File: config.mk
export PLATFORM = sky130hd
export DESIGN_NAME = vend_front_end
export DESIGN_NICKNAME = d
export VERILOG_FILES = /design/src/rtl/vend_pkg.sv /design/src/rtl/vend_debounce.sv /design/src/rtl/vend_front_end.sv
export SDC_FILE = /design/constraint.sdc
export NUM_CORES = 1
export LEC_CHECK = 0
export BUFFER_PORTS_ARGS = -buffer_cell sky130_fd_sc_hd__clkbuf_2
export CELL_PAD_IN_SITES_DETAIL_PLACEMENT = 1
export CELL_PAD_IN_SITES_GLOBAL_PLACEMENT = 2
export CORE_MARGIN = 5
export CORE_UTILIZATION = 38
export CTS_BUF_LIST = sky130_fd_sc_hd__clkbuf_2
export CTS_CLUSTER_DIAMETER = 100
export CTS_CLUSTER_SIZE = 20
export DETAILED_ROUTE_END_ITERATION = 10
export HOLD_SLACK_MARGIN = 0.15
export PLACE_DENSITY = 0.8
export SETUP_SLACK_MARGIN = 0.4
export SYNTH_ARGS = -nofsm -noshare
export SYNTH_HDL_FRONTEND = slang
export SYNTH_HIERARCHICAL = 1
export SYNTH_SLANG_ARGS = --single-unit
export TNS_END_PERCENT = 10
File: constraint.sdc
create_clock -name clk -period 2 [get_ports clk]
set_input_delay 0.4 -clock clk [delete_from_list [all_inputs] [get_ports clk]]
set_output_delay 0.4 -clock clk [all_outputs]
set_load 0.01 [all_outputs]
File: src/rtl/vend_pkg.sv
// Shared types and constants for the vending front end and the vending FSM it feeds.
package vend_pkg;

    localparam int CREDIT_W       = 3;
    localparam int MAX_CREDIT_DEF = 5;

    typedef enum logic [1:0] {
        IDLE    = 2'd0,
        PULSE_M = 2'd1,
        PULSE_A = 2'd2,
        GAP     = 2'd3
    } issue_state_t;

endpackage

File: src/rtl/vend_debounce.sv
// Two-flop synchronizer plus stable-count debouncer; flags the edge where the
// debounced level is about to go 0->1 so the caller can latch it on that same edge.
module vend_debounce
    import vend_pkg::*;
#(
    parameter int DEBOUNCE_CYCLES = 4
) (
    input  logic clk,
    input  logic reset,
    input  logic raw_i,
    output logic rise_o
);

    localparam int CNT_W = $clog2(DEBOUNCE_CYCLES + 1);
    localparam logic [CNT_W-1:0] CNT_LAST = CNT_W'(DEBOUNCE_CYCLES - 1);

    logic             sync1_q;
    logic             sync2_q;
    logic             level_q;
    logic             level_d;
    logic [CNT_W-1:0] cnt_q;
    logic [CNT_W-1:0] cnt_d;
    logic             accept;

    // The count that would reach DEBOUNCE_CYCLES is folded into an accept, so the
    // counter never actually holds that value.
    always_comb begin
        accept  = (sync2_q != level_q) && (cnt_q == CNT_LAST);
        level_d = accept ? sync2_q : level_q;
        if ((sync2_q == level_q) || accept) begin
            cnt_d = '0;
        end else begin
            cnt_d = cnt_q + CNT_W'(1);
        end
        rise_o = accept & sync2_q;
    end

    always_ff @(posedge clk or posedge reset) begin
        if (reset) begin
            sync1_q <= 1'b0;
            sync2_q <= 1'b0;
            level_q <= 1'b0;
            cnt_q   <= '0;
        end else begin
            sync1_q <= raw_i;
            sync2_q <= sync1_q;
            level_q <= level_d;
            cnt_q   <= cnt_d;
        end
    end

endmodule

File: src/rtl/vend_front_end.sv
// Front end for the coin/select vending FSM: debounced presses become one-cycle
// m/a pulses spaced by a credit-settling gap, with vend checking and error flags.
module vend_front_end
    import vend_pkg::*;
#(
    parameter int DEBOUNCE_CYCLES = 4,
    parameter int MAX_CREDIT      = MAX_CREDIT_DEF
) (
    input  logic                clk,
    input  logic                reset,
    input  logic                coin_raw,
    input  logic                sel_raw,
    input  logic [CREDIT_W-1:0] credit,
    input  logic                dispense,
    output logic                m,
    output logic                a,
    output logic                coin_reject,
    output logic                no_credit,
    output logic                fault,
    output logic                overrun,
    output logic [7:0]          vend_count
);

    localparam logic [CREDIT_W-1:0] MAX_C = CREDIT_W'(MAX_CREDIT);

    logic         coin_rise;
    logic         sel_rise;
    issue_state_t state_q, state_d;
    logic         m_q, m_d;
    logic         a_q, a_d;
    logic         rej_q, rej_d;
    logic         nc_q, nc_d;
    logic         coin_pend_q, coin_pend_d;
    logic         sel_pend_q, sel_pend_d;
    logic         coin_clr;
    logic         sel_clr;
    logic         fault_q, fault_d;
    logic         overrun_q, overrun_d;
    logic [7:0]   vend_q, vend_d;

    vend_debounce #(.DEBOUNCE_CYCLES(DEBOUNCE_CYCLES)) u_coin_db (
        .clk    (clk),
        .reset  (reset),
        .raw_i  (coin_raw),
        .rise_o (coin_rise)
    );

    vend_debounce #(.DEBOUNCE_CYCLES(DEBOUNCE_CYCLES)) u_sel_db (
        .clk    (clk),
        .reset  (reset),
        .raw_i  (sel_raw),
        .rise_o (sel_rise)
    );

    // Coin has priority; a waiting select is picked up after the gap with settled credit.
    always_comb begin
        state_d  = state_q;
        m_d      = 1'b0;
        a_d      = 1'b0;
        rej_d    = 1'b0;
        nc_d     = 1'b0;
        coin_clr = 1'b0;
        sel_clr  = 1'b0;
        case (state_q)
            IDLE: begin
                if (coin_pend_q) begin
                    coin_clr = 1'b1;
                    if (credit < MAX_C) begin
                        m_d     = 1'b1;
                        state_d = PULSE_M;
                    end else begin
                        rej_d   = 1'b1;
                        state_d = GAP;
                    end
                end else if (sel_pend_q) begin
                    sel_clr = 1'b1;
                    if (credit != '0) begin
                        a_d     = 1'b1;
                        state_d = PULSE_A;
                    end else begin
                        nc_d    = 1'b1;
                        state_d = GAP;
                    end
                end
            end
            PULSE_M: state_d = GAP;
            PULSE_A: state_d = GAP;
            GAP:     state_d = IDLE;
            default: state_d = IDLE;
        endcase
    end

    // A new rise wins over a same-edge clear so no press is ever lost.
    always_comb begin
        coin_pend_d = coin_rise | (coin_pend_q & ~coin_clr);
        sel_pend_d  = sel_rise | (sel_pend_q & ~sel_clr);
        overrun_d   = overrun_q | (coin_rise & coin_pend_q) | (sel_rise & sel_pend_q);
        fault_d     = fault_q | ((state_q == PULSE_A) & ~dispense);
        vend_d      = vend_q;
        if ((state_q == PULSE_A) && dispense && (vend_q != 8'hFF)) begin
            vend_d = vend_q + 8'd1;
        end
    end

    always_ff @(posedge clk or posedge reset) begin
        if (reset) begin
            state_q     <= IDLE;
            m_q         <= 1'b0;
            a_q         <= 1'b0;
            rej_q       <= 1'b0;
            nc_q        <= 1'b0;
            coin_pend_q <= 1'b0;
            sel_pend_q  <= 1'b0;
            fault_q     <= 1'b0;
            overrun_q   <= 1'b0;
            vend_q      <= 8'd0;
        end else begin
            state_q     <= state_d;
            m_q         <= m_d;
            a_q         <= a_d;
            rej_q       <= rej_d;
            nc_q        <= nc_d;
            coin_pend_q <= coin_pend_d;
            sel_pend_q  <= sel_pend_d;
            fault_q     <= fault_d;
            overrun_q   <= overrun_d;
            vend_q      <= vend_d;
        end
    end

    assign m           = m_q;
    assign a           = a_q;
    assign coin_reject = rej_q;
    assign no_credit   = nc_q;
    assign fault       = fault_q;
    assign overrun     = overrun_q;
    assign vend_count  = vend_q;

endmodule

Yosys cells after proc, flatten, opt, wreduce, memory -nomap -nowiden
Index checks and enable logic that the tools add are counted.
{"block": "op_classes", "magnitude_cmp": 1, "reduce_logical": 9, "n_bitwise": 15, "n_mux": 26, "eq_ne": 11, "addsub": 3}
{"cell": "two-way mux 1 bit", "n": 20}
{"cell": "adder 8 x 1 -> 8 bit, second input constant", "n": 1}
{"cell": "inequality test 8 bit, second input constant", "n": 1}
{"cell": "bitwise AND 1 bit", "n": 7}
{"cell": "adder 3 x 1 -> 3 bit, second input constant", "n": 2}
{"cell": "== test 3 x 2 -> 1 bit, second input constant", "n": 2}
{"cell": "two-way mux 2 bit", "n": 3}
{"cell": "two-way mux 3 bit", "n": 2}
{"cell": "case mux 2 bit (3 select lines)", "n": 1}
{"cell": "bitwise OR 1 bit", "n": 5}
{"cell": "== test 2 bit, second input constant", "n": 2}
{"cell": "logical AND 1 bit", "n": 4}
{"cell": "less-than comparator 3 bit, second input constant", "n": 1}
{"cell": "inequality test 3 bit, second input constant", "n": 1}
{"cell": "NOT 1 bit", "n": 3}
{"cell": "nonzero test 3 bit", "n": 1}
{"cell": "== test 1 bit", "n": 2}
{"cell": "== test 2 x 1 -> 1 bit, second input constant", "n": 1}
{"cell": "logical NOT 2 bit", "n": 1}
{"cell": "logical OR 1 bit", "n": 2}
{"cell": "inequality test 1 bit", "n": 2}
{"cell": "OR reduction 2 bit", "n": 1}
{"block": "word_totals", "reg_bits": 30, "inputBits": 8, "output_inout_bits": 14, "elab_cells": 83}

Logic depth before layout (Yosys ltp)
Gate-level depths: netlist of the first run.
{"block": "logic_depth", "depth_word": 6, "mapped_depth": 5, "mapped_depth_nobuf": 5}

Modules after synthesis
The synthesis of the first run kept the hierarchy.
{"module": "vend_front_end", "area_per_inst_um2": 868.3, "instances": 1, "cells_each": 76, "seq_area_each_um2": 450.4}
{"module": "vend_debounce", "area_per_inst_um2": 230.2, "instances": 2, "cells_each": 18, "seq_area_each_um2": 150.1}

Worst setup path after synthesis of the first run
Ideal clock, no wire load.
{"block": "synth_timing", "kind": "register to register", "start": "register vend_q[0], in the netlist vend_count[0]", "end": "register vend_q[6], in the netlist vend_count[6]", "period_less_slack_ns": 1.509, "path_buffers": 0, "setup_ns": 0.125, "stages_incl_launch_ff": 5, "arrival_ns": 1.385, "required_ns": 1.875, "slack_ns": 0.491, "path_cell_list": "dfrtp_1 ha_1 nand3_2 nor3_2 mux2_2"}
{"block": "synth_via", "elab_chain_cells": 2, "word_cells_on_any_way": 3, "classes_between": "add/sub (1); eq/ne (1); reduce/logical (1)"}
{"item": "from (decl)", "line_no": "vend_front_end.sv:39", "source": "logic [7:0] vend_q, vend_d;"}
{"item": "from (signal assigned)", "line_no": "vend_front_end.sv:127", "source": "vend_q <= vend_d;"}
{"item": "branches (longest 2 deep; another with adder 8 x 1 -> 8 bit)"}
Several ways; the timed one is not identified.
A chain may end at the register's enable or synchronous reset.

Worst setup path after layout of the first run
{"block": "layout_timing", "start": "register state_q[0]", "end": "register vend_q[7], in the netlist vend_count[7]"}
{"block": "layout_via", "elab_chain_cells": 3}
{"item": "from (decl)", "line_no": "vend_front_end.sv:28", "source": "issue_state_t state_q, state_d;"}
{"item": "from (signal assigned)", "line_no": "vend_front_end.sv:118", "source": "state_q <= state_d;"}
{"item": "== test 2 bit", "line_no": "vend_front_end.sv:100", "source": "if ((state_q == PULSE_A) && dispense && (vend_q != 8'hFF)) begin"}
{"item": "logical AND 1 bit (2 in a row)", "line_no": "vend_front_end.sv:100"}
Every way passes these cells.

==> flow_summary_export.csv, run 1 <==
group,metric,value,unit
placed_design,gp_congestion,0.8277,
synthesis,synth-seq-cells,30,
detailed_routing,vias_per_cell,4.816,
clock_network,clock_latency,360,ps
synthesis,synth_area_leaders,"dfrtp_1 (56%), ha_1 (7.5%), inv_1 (3.1%)",
cells_and_area,nNetsFinal,159,
global_routing,antenna_found_initial,0,
synthesis,synth_cell_type_count,32,
detailed_routing,wl_per_cell,13.49,microns
cells_and_area,fin_area,1567,sq um
placed_design,dpl_cell_area,1491,sq um
sta,fin_crit,1538,ps
floorplan,die_w,69.14,microns
clock_network,numCtsBuffers,5,
setup_path,cp_max_fo,5,
synthesis,synth.most_common_cell,"dfrtp_1",
synthesis,yosysTopAreaCell,"dfrtp_1",
detailed_routing,ant_nets,0,
sta,slew_headroom,54.91,%
detailed_routing,firstDrtPassIters,3,
sta,finalMaxSlewViolations,0,
global_routing,grt_usage,11.92,%
power,p_leak,0.0007792,uW
power,powerDensity,1209,nW/um^2
floorplan,chipHeight,69.14,microns
run_status,status,"finished, final reports clean",
clock_network,cts_sinks,30,
sta,hold_viol,0,
clock_network,htree_levels,2,
placed_design,dp_cells,179,
synthesis,synth_common_cells,"dfrtp_1 (30), inv_1 (11), nor2_1 (9), ha_1 (8), nand2_1 (7)",
floorplan,ios,22,
synthesis,syn_inst,112,
synthesis,syn_area,1329,sq um
placed_design,dp_hpwl,1.970,mm
placed_design,io_buffers,21,
clock_network,clock-root-buffer,"clkbuf_2",
power,vdd_drop_max,495.9,uV
setup_path,crit_path_start_kind,"flip-flop",
detailed_routing,drc,0,
synthesis,yosys_warnings,6,
setup_path,cp_data_required_time,2270,ps
cells_and_area,synthToLayoutAreaGrowth,17.89,%
detailed_routing,drt_wl_total,2.564,mm
synthesis,syn_avg_cell_area,11.86,sq um
hold_path,min_path_type,"primary input to flip-flop",
sta,hold_ws,293.9,ps
detailed_routing,vias,915,
clock_network,clockBufferDepth,2,
synthesis,synth_top_area_share,56.50,%
setup_path,critPathArrivalTime,1810,ps
clock_network,clk_pin_slew,150,ps
synthesis,ys_async_sr_fraction,100.0,%
global_routing,grt_max_degree,19,
sta,skew,4.786,ps
flow_run,max-cap-violations,0,
sta,finalSetupTns,0,ps
sta,tightestPinTransition,675.5,ps
synthesis,synth-seq-area-share,56.50,%
cells_and_area,drive_above_1_share,30.56,%
setup_path,cp-end-kind,"flip-flop",
sta,finalCritPeriodShare,76.90,%
floorplan,rows,21,
global_routing,grt_first_pass_wirelength,4.471,mm
clock_network,cts_tree,"yes",
setup_path,critical_path_class,"flip-flop to flip-flop",
sta,finalSetupViolCount,0,
cells_and_area,num_antenna_cells,0,
global_routing,grt_pass1_vias,974,
cells_and_area,final_cells,190,
synthesis,synth_edf_count,0,
floorplan,core,3363,sq um
sta,fmax,0.6502,GHz
power,total_power,1894,uW
floorplan,start_util,39.51,%
global_routing,overflow,0,
synthesis,syn_nets,128,
synthesis,synth_ff_type,"dfrtp_1",
sta,grt_setup_unrepaired,"true",
floorplan,dieArea,4780,sq um
detailed_routing,drtIter0Drc,37,
metrics by stage:
stage	setup slack, ps	util (%)
floorplan	490.6	-
global placement	487.9	44.35
detailed placement	411.5	44.35
CTS	443.2	46.43
global route	369.9	46.58
finish	461.9	46.58
metal layers:
layer,part of all wire (%),up-vias,GRT usage (%)
met4,2.5,0,7.158
met2,51,22,19.39
met5,0,-,0
met1,42,441,13.50
li1,-,445,-
met3,5.3,7,3.924
layout make-up:
type	instances	area, sq um
flip-flops and latches	30	752.0
multi-input cells	71	541.8
well taps	46	57.56
fillers	400	1797
inverters	11	41.29
repair buffers	24	135.1
clock inverters	2	8.758
clock buffers	6	30.03
registers in the layout (all words and copies together), names as in the netlist, 2 cells and up:
register and cells:
u_coin_db/cnt_q 3, state_q 2, u_sel_db/cnt_q 3, vend_count 8
final timing paths:
kind | start | endpoint | slack [ps] | depth (start not counted)
worst max-delay path | state_q[0] | vend_count[7] | 460 | 5
worst min-delay path | credit[0] | a | 290 | 3
worst max register to register | state_q[0] | vend_count[7] | 460 | 5
worst min register to register | u_coin_db/sync1_q | u_coin_db/sync2_q | 370 | 0
max in group asynchronous | reset | vend_count[0] | 850 | 3
min in group asynchronous | reset | u_sel_db/sync2_q | 490 | 3
cell usage in the layout, fill, tap and decap left out, types with 2 or more instances in the layout:
master and instances:
nor2_1 9, xnor2_1 4, dlygate4sd3_1 3, mux2_2 3, nor2b_1 2, ha_2 2
dfrtp_1 29, nand2b_1 3, nand2_1 7, o21ai_0 3, clkbuf_2 27, nor3_1 5
inv_1 11, nand4_1 2, a21o_1 3, ha_1 6, nor3b_2 2, a21oi_1 2
a31oi_1 2
cell families (layout without fill, tap and decap cells):
logic type / Yosys count / after routing / share of synthesized area (%)
simple gates: 38 / 38 / 17.04
xor+xnor: 4 / 4 / 2.636
mux: 6 / 6 / 5.273
buf+inv: 11 / 43 / 3.107
flops: 30 / 30 / 56.50
compound gates: 15 / 15 / 7.910
fa+ha+maj: 8 / 8 / 7.533
critical path: stages (launching register included):
cell     delay (ps)
dfrtp_1         390
inv_1           130
ha_2            240
and4_4          270
nand4_2         110
mux2_4          310
report_power, final:
part           leakage, uW  internal [uW]  switching (uW)
Sequential        0.000380            777             168
Clock            0.0000304           85.9             207
Combinational     0.000368            315             340
timing repair:
item	in CTS	in global routing
setup endpoints to repair	2	4
gates resized for setup	1	2
hold endpoints to repair	32	0
hold buffers	3	0
setup buffers	0	0
Power figures use the tool's default switching activity.
==> run 2, diff against run 1 <==
--- a/config.mk
+++ b/config.mk
@@ -9,13 +9,13 @@
 export CELL_PAD_IN_SITES_DETAIL_PLACEMENT = 1
 export CELL_PAD_IN_SITES_GLOBAL_PLACEMENT = 2
 export CORE_MARGIN = 5
-export CORE_UTILIZATION = 38
+export CORE_UTILIZATION = 34
 export CTS_BUF_LIST = sky130_fd_sc_hd__clkbuf_2
 export CTS_CLUSTER_DIAMETER = 100
 export CTS_CLUSTER_SIZE = 20
 export DETAILED_ROUTE_END_ITERATION = 10
 export HOLD_SLACK_MARGIN = 0.15
-export PLACE_DENSITY = 0.8
+export PLACE_DENSITY = 0.75
 export SETUP_SLACK_MARGIN = 0.4
 export SYNTH_ARGS = -nofsm -noshare
 export SYNTH_HDL_FRONTEND = slang
==> constraint.sdc (replaced) <==
create_clock -name clk -period 1.3 [get_ports clk]
set_input_delay 0.26 -clock clk [delete_from_list [all_inputs] [get_ports clk]]
set_output_delay 0.26 -clock clk [all_outputs]
set_load 0.01 [all_outputs]
==> flow_summary_export.csv, run 2 (synthesized netlist as in run 1, its figures left out) <==
group,metric,value,unit
setup_path,reg2reg_slack,-80,ps
clock_network,htree_levels,2,
sta,slew_headroom,68.19,%
sta,grt_setup_unrepaired,"true",
setup_path,max_stage_delay,400,ps
hold_path,min_path_type,"primary input to flip-flop",
power,vdd_drop_max,771.8,uV
detailed_routing,drc,0,
cells_and_area,nNetsFinal,181,
sta,hold_viol,0,
detailed_routing,ant_nets,0,
setup_path,r2r-end,"vend_count[7]",
global_routing,grt_max_degree,19,
floorplan,dieArea,5258,sq um
setup_path,crit_path_end,"vend_count[7]",
setup_path,crit_path_start_kind,"flip-flop",
setup_path,cp_top_family,"flip-flops",
sta,skew,20.60,ps
setup_path,critPathArrivalTime,1630,ps
global_routing,grt_usage,13.06,%
detailed_routing,firstDrtPassIters,6,
power,powerDensity,1947,nW/um^2
detailed_routing,vias,1023,
floorplan,ios,22,
setup_path,startpoint,"state_q[0]",
setup_path,crit_buf_inv,1,
sta,fin_ws,-81.94,ps
setup_path,cp_data_required_time,1550,ps
global_routing,overflow,0,
cells_and_area,drive_above_1_share,53.01,%
setup_path,cp_cell_sequence,"inv_2 > ha_4 > and4_4 > nand4_4 > mux2_4",
cells_and_area,layout_commonest_cell,"dfrtp_1",
clock_network,cts_sinks,30,
setup_path,cp-end-kind,"flip-flop",
detailed_routing,wl_per_cell,14.36,microns
floorplan,chipHeight,72.52,microns
floorplan,core,3716,sq um
clock_network,cts_tree,"yes",
global_routing,grt_first_pass_wirelength,5.195,mm
clock_network,clock_latency,350,ps
detailed_routing,drtIter0Drc,21,
sta,finalCritPeriodShare,106.3,%
sta,fin_crit,1382,ps
hold_path,hold_path_depth,3,
global_routing,antenna_found_initial,0,
cells_and_area,synthToLayoutAreaGrowth,43.22,%
flow_run,max-cap-violations,0,
clock_network,ctsHoldBuffers,3,
clock_network,clockBufferDepth,2,
cells_and_area,num_antenna_cells,0,
placed_design,dp_cells,200,
setup_path,slowest_stage,"dfrtp_1",
cells_and_area,final_cell_mix,"dfrtp_1 (26), clkbuf_2 (21), buf_4 (17)",
cells_and_area,final_cells,214,
setup_path,cp_num_cells,5,
clock_network,clk_pin_slew,160,ps
sta,finalMaxSlewViolations,0,
cells_and_area,final_util,51.21,%
placed_design,dp_hpwl,2.189,mm
placed_design,gp_congestion,0.7184,
floorplan,rows,22,
power,p_leak,0.0009069,uW
clock_network,clock-root-buffer,"clkbuf_2",
detailed_routing,vias_per_cell,4.780,
global_routing,grt_pass1_vias,1188,
setup_path,r2r-start,"state_q[0]",
floorplan,die_w,72.52,microns
run_status,violations,"negative setup slack",
setup_path,cp_max_fo,5,
sta,tightestPinTransition,473.7,ps
placed_design,io_buffers,21,
power,total_power,3705,uW
sta,finalSetupViolCount,11,
setup_path,rr_worst_depth,5,
setup_path,critical_path_class,"flip-flop to flip-flop",
sta,fmax,0.7236,GHz
clock_network,numCtsBuffers,5,
run_status,status,"complete, but fails checks",
floorplan,start_util,35.76,%
detailed_routing,drt_wl_total,3.072,mm
cells_and_area,largest_register_ffs,8,
sta,hold_ws,173.1,ps
run 2: worst min path at each step:
stage                     slack [ps]                 end       from
after floorplan                   50  u_coin_db/cnt_q[0]      reset
final                            170                   a  credit[0]
after global routing             140                   a  credit[0]
after global placement           180    u_sel_db/sync1_q      reset
after detailed placement         190  u_coin_db/cnt_q[2]      reset
after CTS                        150                   a  credit[0]
run 2: worst register-to-register path, stage by stage (launching register included):
cell,delay [ps]
dfrtp_1,400
inv_2,90
ha_4,150
and4_4,260
nand4_4,80
mux2_4,300
run 2: timing repair:
action | in CTS | in global routing
endpoints found under the hold margin | 32 | 2
pin swaps | 17 | 11
buffers inserted | 2 | 1
endpoints found under the setup margin | 39 | 40
gates resized for setup | 22 | 17
run 2: area by class of cell:
cell class                 instances  area [sq um]
sequential                        30         755.7
clock buffer                       8         40.04
fill                             418          1813
inverter                          11         41.29
multi-input combinational         71         680.7
timing repair buffer              46         325.3
tap                               48         60.06
run 2: power breakdown:
group          internal, uW  switching [uW]
Clock                   159             301
Combinational           969             807
Sequential             1210             262
run 2: layer usage:
layer	share of wire, %	wire length, microns	track usage (%)
met5	0	0	0
met4	1.4	44	4.303
met3	4.0	122	4.986
met2	57	1760	24.87
met1	37	1144	12.82
run 2: metrics by stage:
stage | setup slack [ps] | TNS, ps | instance area, sq um
final | -81.94 | -305.4 | 1903
after global routing | -114.5 | -1203 | 1903
after CTS | -104.9 | -639.9 | 1849
after detailed placement | -84.57 | -340.0 | 1675
after global placement | -49.07 | -184.3 | 1675
after floorplan | -46.62 | -112.7 | 1368
==> run 3, diff against run 2 <==
--- a/config.mk
+++ b/config.mk
@@ -8,7 +8,6 @@
 export BUFFER_PORTS_ARGS = -buffer_cell sky130_fd_sc_hd__clkbuf_2
 export CELL_PAD_IN_SITES_DETAIL_PLACEMENT = 1
 export CELL_PAD_IN_SITES_GLOBAL_PLACEMENT = 2
-export CORE_MARGIN = 5
 export CORE_UTILIZATION = 34
 export CTS_BUF_LIST = sky130_fd_sc_hd__clkbuf_2
 export CTS_CLUSTER_DIAMETER = 100
==> flow_summary_export.csv, run 3 (synthesized netlist as in run 1, its figures left out) <==
group,metric,value,unit
hold_path,min_path_type,"primary input to flip-flop",
setup_path,cp_max_fo,6,
detailed_routing,drtIter0Drc,23,
global_routing,grt_first_pass_wirelength,5.250,mm
cells_and_area,fill_cells,408,
sta,grt_setup_unrepaired,"true",
setup_path,slowest_stage,"dfrtp_2",
power,intPower,2461,uW
power,p_sw,1418,uW
placed_design,dp_cells,200,
sta,fin_crit,1386,ps
power,p_clk_share,11.9,%
run_status,status,"complete, but fails checks",
cells_and_area,final_cell_mix,"dfrtp_1 (25), clkbuf_2 (20), buf_4 (15)",
power,sequentialPowerShare,37.5,%
setup_path,cp-end-kind,"flip-flop",
cells_and_area,final_cells,216,
sta,finalMaxSlewViolations,0,
sta,fmax,0.7215,GHz
clock_network,htree_levels,2,
detailed_routing,vias,1036,
sta,slew_headroom,59.43,%
power,powerDensity,1966,nW/um^2
global_routing,grt_max_degree,19,
global_routing,antenna_found_initial,0,
run_status,violations,"negative setup slack",
cells_and_area,layout_commonest_cell,"dfrtp_1",
global_routing,overflow,0,
floorplan,start_util,35.76,%
cells_and_area,regArea,757.0,sq um
clock_network,clk_pin_slew,160,ps
setup_path,crit_path_start_kind,"flip-flop",
sta,finalCritPeriodShare,106.6,%
detailed_routing,drt_wl_total,2.941,mm
power,vdd_drop_max,791.4,uV
floorplan,dieArea,4162,sq um
cells_and_area,num_antenna_cells,0,
placed_design,io_buffers,21,
detailed_routing,ant_nets,0,
clock_network,cts_sinks,30,
setup_path,critPathArrivalTime,1640,ps
sta,finalSetupViolCount,10,
floorplan,chipHeight,64.52,microns
placed_design,dp_hpwl,2.124,mm
cells_and_area,multi_input_area,719.4,sq um
global_routing,grt_pass1_vias,1107,
cells_and_area,nNetsFinal,183,
sta,tightestPinTransition,604.1,ps
cells_and_area,largest_register_ffs,8,
setup_path,crit_buf_inv,1,
placed_design,gp_congestion,0.7206,
clock_network,clock-root-buffer,"clkbuf_2",
floorplan,rows,22,
floorplan,ios,22,
setup_path,critical_path_class,"flip-flop to flip-flop",
cells_and_area,drive_above_1_share,56.55,%
power,pwr-share-comb,50.5,%
power,swShare,36.55,%
power,p_leak,0.0009331,uW
clock_network,numCtsBuffers,5,
setup_path,cp_top_family,"flip-flops",
cells_and_area,final_util,53.10,%
detailed_routing,drc,0,
setup_path,cp_data_required_time,1560,ps
clock_network,cts_tree,"yes",
sta,skew,18.69,ps
global_routing,grt_usage,17.07,%
sta,fin_ws,-85.96,ps
placed_design,pre_cts_slack,-73.71,ps
sta,hold_viol,0,
setup_path,cp_cell_sequence,"buf_6 > ha_4 > nand3_4 > o21ai_4 > mux2_4",
flow_run,max-cap-violations,0,
detailed_routing,firstDrtPassIters,4,
clock_network,clockBufferDepth,2,
floorplan,die_w,64.52,microns
cells_and_area,synthToLayoutAreaGrowth,48.49,%
setup_path,max_stage_delay,410,ps
detailed_routing,wl_per_cell,13.62,microns
detailed_routing,vias_per_cell,4.796,
clock_network,clock_latency,350,ps
floorplan,core,3716,sq um
[run 3: timing repair]
item / 4_1_cts / 5_1_grt
pin swaps: 21 / 11
endpoints found under the hold margin: 32 / 0
setup buffers: 3 / 2
resized for setup: 32 / 22
hold buffers: 3 / 0
setup endpoints to repair: 39 / 39
[run 3: per-stage QoR]
step                      setup TNS [ps]  total power [uW]  cell area, sq um  hold WS, ps
after global placement            -191.6              2767              1675        183.2
final                             -474.1              3879              1973        199.6
after CTS                         -525.2              3693              1897        172.5
after detailed placement          -297.5              2886              1675        194.8
after global routing               -1304              4192              1973        167.5
after floorplan                   -112.7              2237              1368        50.96
[run 3: worst register-to-register path: stages, from the launching register on]
cell,delay (ps)
dfrtp_2,410
buf_6,100
ha_4,140
nand3_4,120
o21ai_4,200
mux2_4,320
[run 3: power by group through the flow]
stage	combinational [uW]	clock (uW)	sequential, uW
after global placement	1340	0	1430
after global routing	2160	534	1490
after CTS	1760	485	1450
after detailed placement	1440	0	1450
after floorplan	744	0	1490
final	1960	463	1460
[run 3: area by class of cell]
type,instances,share of cell area [%]
multi-input cells,71,36.46
flip-flops and latches,30,38.36
clock buffers,8,2.029
well taps,48,3.044
repair buffers,48,18.01
inverters,11,2.093
[run 3: metal layers]
| layer | vias up | routed length (microns) | GRT usage, % |
|---|---|---|---|
| li1 | 496 | - | - |
| met4 | 0 | 23 | 5.000 |
| met5 | - | 0 | 0 |
| met3 | 5 | 97 | 5.282 |
| met1 | 518 | 1159 | 17.56 |
| met2 | 17 | 1661 | 32.63 |
[run 3: path summary, 6_finish.rpt]
kind                                   start                end  slack, ps  cells after the start
setup / recovery               vend_count[0]      vend_count[1]        -90                      5
hold reg to reg            u_coin_db/sync1_q  u_coin_db/sync2_q        370                      0
min in group asynchronous              reset  u_sel_db/cnt_q[0]        370                      3
setup reg to reg               vend_count[0]      vend_count[1]        -90                      5
hold / removal                     credit[0]                  a        200                      3
max in group asynchronous              reset         state_q[1]        580                      4
